--- src/rtl/outport_arbiter_if.sv ---
// Handshake bundle between one output-port arbiter and its surroundings.
// Signal names carry the direction as seen from the arbiter.
//   req_i           per-input head-of-line request [0]=N [1]=S [2]=E [3]=W [4]=L
//   tail_i          head flit of input k is a packet tail
//   credit_i        1-cycle pulse, downstream freed one slot
//   grant_o         one-hot pop strobe to the winning input buffer
//   address_route_o output mux select, 3'b111 when no owner
//   valid_o         flit on mux output is valid this cycle
//   credit_cnt_o    free downstream slots
//   err_o           sticky credit-overflow flag
// Modport slave is taken by the arbiter; master by whoever drives it.
interface outport_arbiter_if #(
  parameter int CREDITS = 4
);
  localparam int CW = $clog2(CREDITS + 1);

  logic [4:0]    req_i;
  logic [4:0]    tail_i;
  logic          credit_i;
  logic [4:0]    grant_o;
  logic [2:0]    address_route_o;
  logic          valid_o;
  logic [CW-1:0] credit_cnt_o;
  logic          err_o;

  modport slave (
    input  req_i, tail_i, credit_i,
    output grant_o, address_route_o, valid_o, credit_cnt_o, err_o
  );

  modport master (
    output req_i, tail_i, credit_i,
    input  grant_o, address_route_o, valid_o, credit_cnt_o, err_o
  );
endinterface

--- src/rtl/outport_arbiter.sv ---
// Per-output-port switch allocator of a 5-port mesh router.
// Round-robin arbitrates the head-of-line requests aimed at this output,
// locks the winner from head to tail flit, drives the output mux select and
// tracks downstream credits so no flit leaves without a free slot.
// Ports:
//   clk_i    router clock, rising edge
//   rst_n_i  asynchronous active-low reset
//   bus      outport_arbiter_if.slave (request/tail/credit in,
//            grant/route/valid/credit count/error out)
module outport_arbiter #(
  parameter int CREDITS = 4
) (
  input  logic                 clk_i,
  input  logic                 rst_n_i,
  outport_arbiter_if.slave     bus
);
  localparam int CW = $clog2(CREDITS + 1);
  localparam logic [CW-1:0] CNT_MAX = CW'(CREDITS);
  localparam logic [2:0] NONE = 3'b111;

  typedef enum logic {IDLE = 1'b0, BUSY = 1'b1} state_t;

  state_t        state_q;
  logic [2:0]    owner_q;   // doubles as the registered route select
  logic [2:0]    rr_ptr_q;
  logic [CW-1:0] cnt_q;
  logic [CW-1:0] cnt_d;
  logic          err_q;
  logic          err_set;

  logic [4:0]    owner_oh;
  logic          xfer;
  logic          tail_hit;
  logic [2:0]    winner;

  // First requester found when scanning ptr, ptr+1, ... modulo 5.
  // The loop runs from the farthest offset down so the nearest one wins.
  function automatic logic [2:0] rr_pick(input logic [4:0] req,
                                         input logic [2:0] ptr);
    logic [3:0] s;
    logic [2:0] pick;
    pick = NONE;
    for (int i = 4; i >= 0; i--) begin
      s = {1'b0, ptr} + 4'(i);
      if (s >= 4'd5) s = s - 4'd5;
      if (req[s[2:0]]) pick = s[2:0];
    end
    return pick;
  endfunction

  assign winner   = rr_pick(bus.req_i, rr_ptr_q);
  assign owner_oh = (state_q == BUSY) ? (5'b00001 << owner_q) : 5'b00000;
  assign xfer     = (|(owner_oh & bus.req_i)) && (cnt_q != '0);
  assign tail_hit = |(owner_oh & bus.tail_i);

  // Credit bookkeeping; a simultaneous send and return cancel out.
  always_comb begin
    cnt_d   = cnt_q;
    err_set = 1'b0;
    if (xfer && !bus.credit_i) begin
      cnt_d = cnt_q - CW'(1);
    end else if (bus.credit_i && !xfer) begin
      if (cnt_q == CNT_MAX) err_set = 1'b1;
      else                  cnt_d   = cnt_q + CW'(1);
    end
  end

  always_ff @(posedge clk_i or negedge rst_n_i) begin
    if (!rst_n_i) begin
      state_q  <= IDLE;
      owner_q  <= NONE;
      rr_ptr_q <= 3'd0;
      cnt_q    <= CNT_MAX;
      err_q    <= 1'b0;
    end else begin
      cnt_q <= cnt_d;
      if (err_set) err_q <= 1'b1;
      case (state_q)
        IDLE: begin
          if ((|bus.req_i) && (cnt_q != '0)) begin
            owner_q <= winner;
            state_q <= BUSY;
          end
        end
        BUSY: begin
          if (xfer && tail_hit) begin
            state_q  <= IDLE;
            owner_q  <= NONE;
            rr_ptr_q <= (owner_q == 3'd4) ? 3'd0 : owner_q + 3'd1;
          end
        end
        default: begin
          state_q <= IDLE;
          owner_q <= NONE;
        end
      endcase
    end
  end

  assign bus.grant_o         = xfer ? owner_oh : 5'b00000;
  assign bus.valid_o         = xfer;
  assign bus.address_route_o = owner_q;
  assign bus.credit_cnt_o    = cnt_q;
  assign bus.err_o           = err_q;
endmodule

--- src/flat_wrapper.sv ---
// flat-port wrapper written by rule: the top's interface ports become plain ports
module outport_arbiter_flat 
#(
  parameter int CREDITS = 4
)
  (clk_i, rst_n_i, bus_req_i, bus_tail_i, bus_credit_i, bus_grant_o, bus_address_route_o, bus_valid_o, bus_credit_cnt_o, bus_err_o);
  outport_arbiter_if #(.CREDITS(CREDITS)) bus_i ();
  input  logic clk_i;
  input  logic rst_n_i;
  input wire logic [$bits(bus_i.req_i)-1:0] bus_req_i;
  input wire logic [$bits(bus_i.tail_i)-1:0] bus_tail_i;
  input wire logic [$bits(bus_i.credit_i)-1:0] bus_credit_i;
  output wire logic [$bits(bus_i.grant_o)-1:0] bus_grant_o;
  output wire logic [$bits(bus_i.address_route_o)-1:0] bus_address_route_o;
  output wire logic [$bits(bus_i.valid_o)-1:0] bus_valid_o;
  output wire logic [$bits(bus_i.credit_cnt_o)-1:0] bus_credit_cnt_o;
  output wire logic [$bits(bus_i.err_o)-1:0] bus_err_o;
  assign bus_i.req_i = bus_req_i;
  assign bus_i.tail_i = bus_tail_i;
  assign bus_i.credit_i = bus_credit_i;
  assign bus_grant_o = bus_i.grant_o;
  assign bus_address_route_o = bus_i.address_route_o;
  assign bus_valid_o = bus_i.valid_o;
  assign bus_credit_cnt_o = bus_i.credit_cnt_o;
  assign bus_err_o = bus_i.err_o;
  outport_arbiter #(.CREDITS(CREDITS)) u_core (.clk_i(clk_i), .rst_n_i(rst_n_i), .bus(bus_i));
endmodule
--- config.mk ---
export PLATFORM = sky130hd
export DESIGN_NAME = outport_arbiter_flat
export DESIGN_NICKNAME = d
export VERILOG_FILES = /design/src/rtl/outport_arbiter_if.sv /design/src/rtl/outport_arbiter.sv /design/src/flat_wrapper.sv
export SDC_FILE = /design/constraint.sdc
export NUM_CORES = 1
export LEC_CHECK = 0
export CAP_MARGIN = 25
export CELL_PAD_IN_SITES_DETAIL_PLACEMENT = 1
export CELL_PAD_IN_SITES_GLOBAL_PLACEMENT = 2
export CORE_ASPECT_RATIO = 0.6
export CORE_MARGIN = 4
export CORE_UTILIZATION = 35
export CTS_CLUSTER_SIZE = 8
export DETAILED_ROUTE_END_ITERATION = 8
export PLACE_DENSITY = 0.93
export SYNTH_ARGS = -nofsm -noshare
export SYNTH_HDL_FRONTEND = slang
export SYNTH_SLANG_ARGS = --single-unit
--- constraint.sdc ---
create_clock -name clk_i -period 8.9 [get_ports clk_i]
set_clock_uncertainty 0.2 [all_clocks]
set_input_delay 2.67 -clock clk_i [delete_from_list [all_inputs] [get_ports clk_i]]
set_output_delay 2.67 -clock clk_i [all_outputs]
set_load 0.03 [all_outputs]
==> results.cfg, run 1 <==
[outcome]
status = completed

[critical_path]
path_max_fanout = 11
reg2regPathDepth = 9
critPathRequiredTime_ns = 6.03
worstSetupPathType = input pin to output pin
critPathLaunch = bus_req_i[1]
startpoint_type = input pin
critPathArrivalTime_ns = 5.00
critPathCaptureType = output pin
timing.rr.start = u_core.rr_ptr_q[1]

[floorplanning]
placementRows = 20
dieHeight_um = 64.8
die_width_um = 103
ioPinCount = 26
initial_utilization_pct = 36.6
core_region_area_mm2 = 0.00513
die-area_mm2 = 0.00664

[timing]
tns_ns = 0
fin_crit_ns = 7.87
maxSlewHeadroom_pct = 41.1
finalSetupViolations = 0
finalMaxSlewViolations = 0
max_freq_mhz = 127
hold_viol = 0
holdWs_ns = 0.291
tightest_slew_ns = 0.878
rsz0062_at_grt = no
post-route-period-util_pct = 88.4

[placement]
hpwl_mm = 4.90
place_congestion = 0.894
port_buffers = 25
dp_cells = 313

[cells_and_area]
layout_common_cells = clkdlybuf4s50_1 (25), inv_1 (21), nor2_1 (21)
final_cells = 317
fill_cells = 628
nets = 283
areaGrowthSynthToFinish_pct = 16.8
antenna_cells = 0
drive_gt1_share_pct = 12.4
final_common_cell = clkdlybuf4s50_1
final_core_utilization_pct = 42.8

[yosys]
synth_edf_count = 0
ys_types = 65
synthCells = 234
async_flop_share_pct = 100
syn-cell-area_mm2 = 0.00188
ys.flop_type = dfrtp_1
yosysWarnings = 0
syn_area_per_cell_um2 = 8.03
yosysSeqAreaShare_pct = 14.9
syn_nets = 265
synth-seq-cells = 11

[cts]
cts_root_buffer = clkbuf_8
htree_num_levels = 1
hold_buffers = 0
clock_latency_ns = 0.24
cts_made_buffers = 3
cts_buffer_depth = 2
cts_setup_buffers = 0
cts.clk_slew.worst_paths_ns = 0.05
cts.sinks = 11
cts_tree = done
cts_resized = 0

[global_routing]
grtUsageTotal_pct = 19.4
grt_max_degree = 25
grt_pass1_wl_mm = 10.1
first_global_vias = 1835
grt-ovfl-total = 0
antenna_found_initial = 0

[min_path]
hold_depth = 1
hp-class = flop to flop
holdCritStartpoint = u_core.bus.err_o

[routing]
routed_wl_mm = 6.21
drtIter0Drc = 160
drtAntennaViolNets = 0
num_vias = 1932
drc = 0
wl_per_cell_um = 19.6
viasPerCell = 6.09
first_pass_iters = 4

[job]
cap_violations = 0
## cells in the mapped netlist, drive strengths merged, types with 2 or more instances
library cell  number  area [um2]
a21oi             11        62.6
a221oi             3        32.5
nor4               3        18.8
o31ai              2        15.0
nand2b             5        31.3
nor3               5        25.0
nor3b              2        15.0
nand3              3        15.0
a21bo              2        20.0
mux4               4        90.1
a211oi             5        37.5
dfrtp              7         175
o21ai              8        40.0
mux2               5        56.3
buf                9        60.1
fa                 2        40.0
o22ai              3        18.8
nor2              21        78.8
xnor2              4        35.0
clkbuf             5        18.8
or4                3        22.5
ha                16         200
nand2             15        58.8
dfstp              4         105
nor2b              5        31.3
a32oi              3        26.3
a311oi             2        17.5
a31oi              3        18.8
mux2i              8        83.8
a21o               5        38.8
nand4              4        25.0
and2               6        37.5
and3               3        18.8
o211ai             2        15.0
nand3b             2        15.0
inv               22        82.6
or2                2        12.5
a22oi              2        15.0
## layout make-up
cell class / instances / area, um2 / share of cell area, %
Inverter: 22 / 82.6 / 3.76
Clock buffer: 3 / 41.3 / 1.88
Sequential cell: 11 / 280 / 12.8
Clock inverter: 1 / 5.00 / 0.228
Timing Repair Buffer: 27 / 265 / 12.1
Tap cell: 66 / 82.6 / 3.76
Multi-Input combinational cell: 187 / 1440 / 65.5
## per-layer routing
metal	share of wire, %	vias up	GRT usage, %
li1	-	902	-
met2	39	65	25.6
met4	0.13	0	1.64
met5	0	-	0
met1	54	963	33.2
met3	7.5	2	2.47
## logic make-up (layout without fill, tap and decap cells)
family          count (synthesis)  after routing  share of synthesized area, %
fa+ha+maj                      18             18                          12.8
flops                          11             11                          14.9
buf+inv                        36             53                          8.59
xor+xnor                        4              4                          1.86
compound gates                 66             66                          26.7
mux                            17             17                          12.3
simple gates                   82             82                          22.9
## flip-flops by register name, indices dropped and copies added (netlist names)
signal and count:
u_core.bus.address_route_o 3, u_core.rr_ptr_q 3, u_core.state_q 1, u_core.bus.err_o 1
u_core.bus.credit_cnt_o 3
## critical path, cell delays in order
cell and delay, ns:
clkdlybuf4s50_1 0.68, a22oi_1 0.14, or2_2 0.29, a21bo_2 0.23, nor2_1 0.15, and2_1 0.16, clkdlybuf4s50_1 0.68
## path summary, 6_finish.rpt
| kind | slack [ns] | end |
|---|---|---|
| min in group asynchronous | 2.57 | u_core.rr_ptr_q[2] |
| setup / recovery | 1.03 | bus_grant_o[1] |
| hold / removal | 0.29 | u_core.bus.err_o |
| setup reg to reg | 5.13 | u_core.bus.address_route_o[2] |
| hold reg to reg | 0.29 | u_core.bus.err_o |
| max in group asynchronous | 5.56 | u_core.bus.credit_cnt_o[2] |
## metrics by stage
stage          area, um2  setup slack [ns]
2_1_floorplan       1880              1.89
3_3_place_gp        2150              1.14
3_5_place_dp        2150              1.07
4_1_cts             2190              1.04
5_1_grt             2190             0.890
6_report            2190              1.03
Power of run 1 is left out: the tool's default activity adds up to more than one toggle a clock period on the data nets, which glitch-free logic cannot reach.
==> run 2: changes to the inputs <==
SKIP_CTS_REPAIR_TIMING = 1   (was unset)
==> results of run 2 <==
Same layout as run 1: the final DEF is identical, and so are final timing and power.
Power of run 2 is left out for the same reason.
==> run 3: changes to the inputs <==
CORE_UTILIZATION = 36   (was 35)
CTS_BUF_LIST = sky130_fd_sc_hd__clkbuf_4   (was unset)
PLACE_DENSITY = 0.95   (was 0.93)
==> run 3 against run 2 <==
- non-clock buffer count unchanged
- core utilization up 0.26 points
- fmax down 0.14%
- global-route usage up 0.13 points
- worst setup slack worse by 0.011 ns
- register-to-register slack worse by 0.03 ns
- largest cell class unchanged
==> results.cfg, run 3 (synthesized netlist as in run 1, its figures left out) <==
[routing]
wl_per_cell_um = 19.6
routed_wl_mm = 6.21
drtAntennaViolNets = 0
first_pass_iters = 6
drtIter0Drc = 136
num_vias = 1928
drc = 0
viasPerCell = 6.08

[placement]
place_congestion = 0.866
hpwl_mm = 5.05
port_buffers = 25

[timing]
tns_ns = 0
post-route-period-util_pct = 88.6
finalSetupViolations = 0
finalMaxSlewViolations = 0
fin_crit_ns = 7.88
max_freq_mhz = 127
hold_viol = 0
maxSlewHeadroom_pct = 47.7
rsz0062_at_grt = no
tightest_slew_ns = 0.779

[global_routing]
antenna_found_initial = 0
grt_pass1_wl_mm = 10.0
busiest_layer = met1
first_global_vias = 1895
grt_use_met2_pct = 26.1
grt-ovfl-total = 0
grtUsageTotal_pct = 19.6
grtUsageMet3_pct = 5.67
gr-usage-met1_pct = 31.4
grt_max_degree = 25

[critical_path]
path_max_fanout = 11
startpoint_type = input pin
setup.worst_path.end = bus_grant_o[1]
reg2reg_to = u_core.bus.address_route_o[0]
critPathRequiredTime_ns = 6.03
critPathLaunch = bus_req_i[1]
reg2regPathDepth = 9
worstSetupPathType = input pin to output pin
timing.rr.start = u_core.rr_ptr_q[1]
critPathArrivalTime_ns = 5.01
critPathCaptureType = output pin
r2r_setup_slack_ns = 5.10

[job]
cap_violations = 0

[min_path]
hp-class = flop to flop
holdCritStartpoint = u_core.state_q

[cts]
cts_root_buffer = clkbuf_4
cts_buffer_depth = 2
cts_tree = done
clock_latency_ns = 0.28
cts.clk_slew.worst_paths_ns = 0.08
cts.sinks = 11
htree_num_levels = 1
cts_made_buffers = 3

[cells_and_area]
drive_gt1_share_pct = 12.4
nets = 283
areaGrowthSynthToFinish_pct = 15.8
layout_common_cells = clkdlybuf4s50_1 (25), inv_1 (21), nor2_1 (21)
final_common_cell = clkdlybuf4s50_1
fill_cells = 628
antenna_cells = 0

[floorplanning]
initial_utilization_pct = 37.2
core_region_area_mm2 = 0.00505
die_width_um = 101
ioPinCount = 26
die-area_mm2 = 0.00648
placementRows = 20
dieHeight_um = 64.0

[outcome]
status = completed
-- run 3: cell counts in the layout (fill, tap and decap cells not counted) --
Identical to the previous run, type by type.
-- run 3: layout make-up --
cell class	count	area [um2]	area share [%]
flip-flops and latches	11	280	12.9
repair buffers	27	265	12.2
well taps	66	82.6	3.80
inverters	22	82.6	3.80
clock buffers	3	22.5	1.04
multi-input cells	187	1440	66.1
clock inverters	1	5.00	0.230
-- run 3: metal layers --
layer  routed length [um]  vias to the layer above
met1                 3090                      949
met3                  633                        0
met4                    0                        0
met2                 2490                       75
li1                     -                      904
met5                    0                        -
-- run 3: how the worst min path moves through the flow --
stage,end,slack (ns),cells after the start
2_1_floorplan,u_core.state_q,0.27,1
3_3_place_gp,u_core.bus.err_o,0.25,1
3_5_place_dp,u_core.state_q,0.29,1
4_1_cts,u_core.state_q,0.31,1
5_1_grt,u_core.state_q,0.33,1
6_report,u_core.state_q,0.31,1
-- run 3: worst max-delay path: stages --
cell             delay (ns)
clkdlybuf4s50_1        0.67
a22oi_1                0.15
or2_2                  0.29
a21bo_2                0.24
nor2_1                 0.15
and2_1                 0.16
clkdlybuf4s50_1        0.66
-- run 3: metrics by stage --
step	hold WS [ns]	worst slack (ns)	cell area, um2	std cells	util (%)
4_1_cts	0.310	1.00	2180	317	43.0
3_5_place_dp	0.292	1.01	2150	313	42.5
6_report	0.307	1.02	2180	317	43.0
2_1_floorplan	0.266	1.89	1880	234	-
5_1_grt	0.329	0.854	2180	317	43.0
3_3_place_gp	0.255	1.14	2150	313	42.5
Power of run 3 is left out for the same reason.
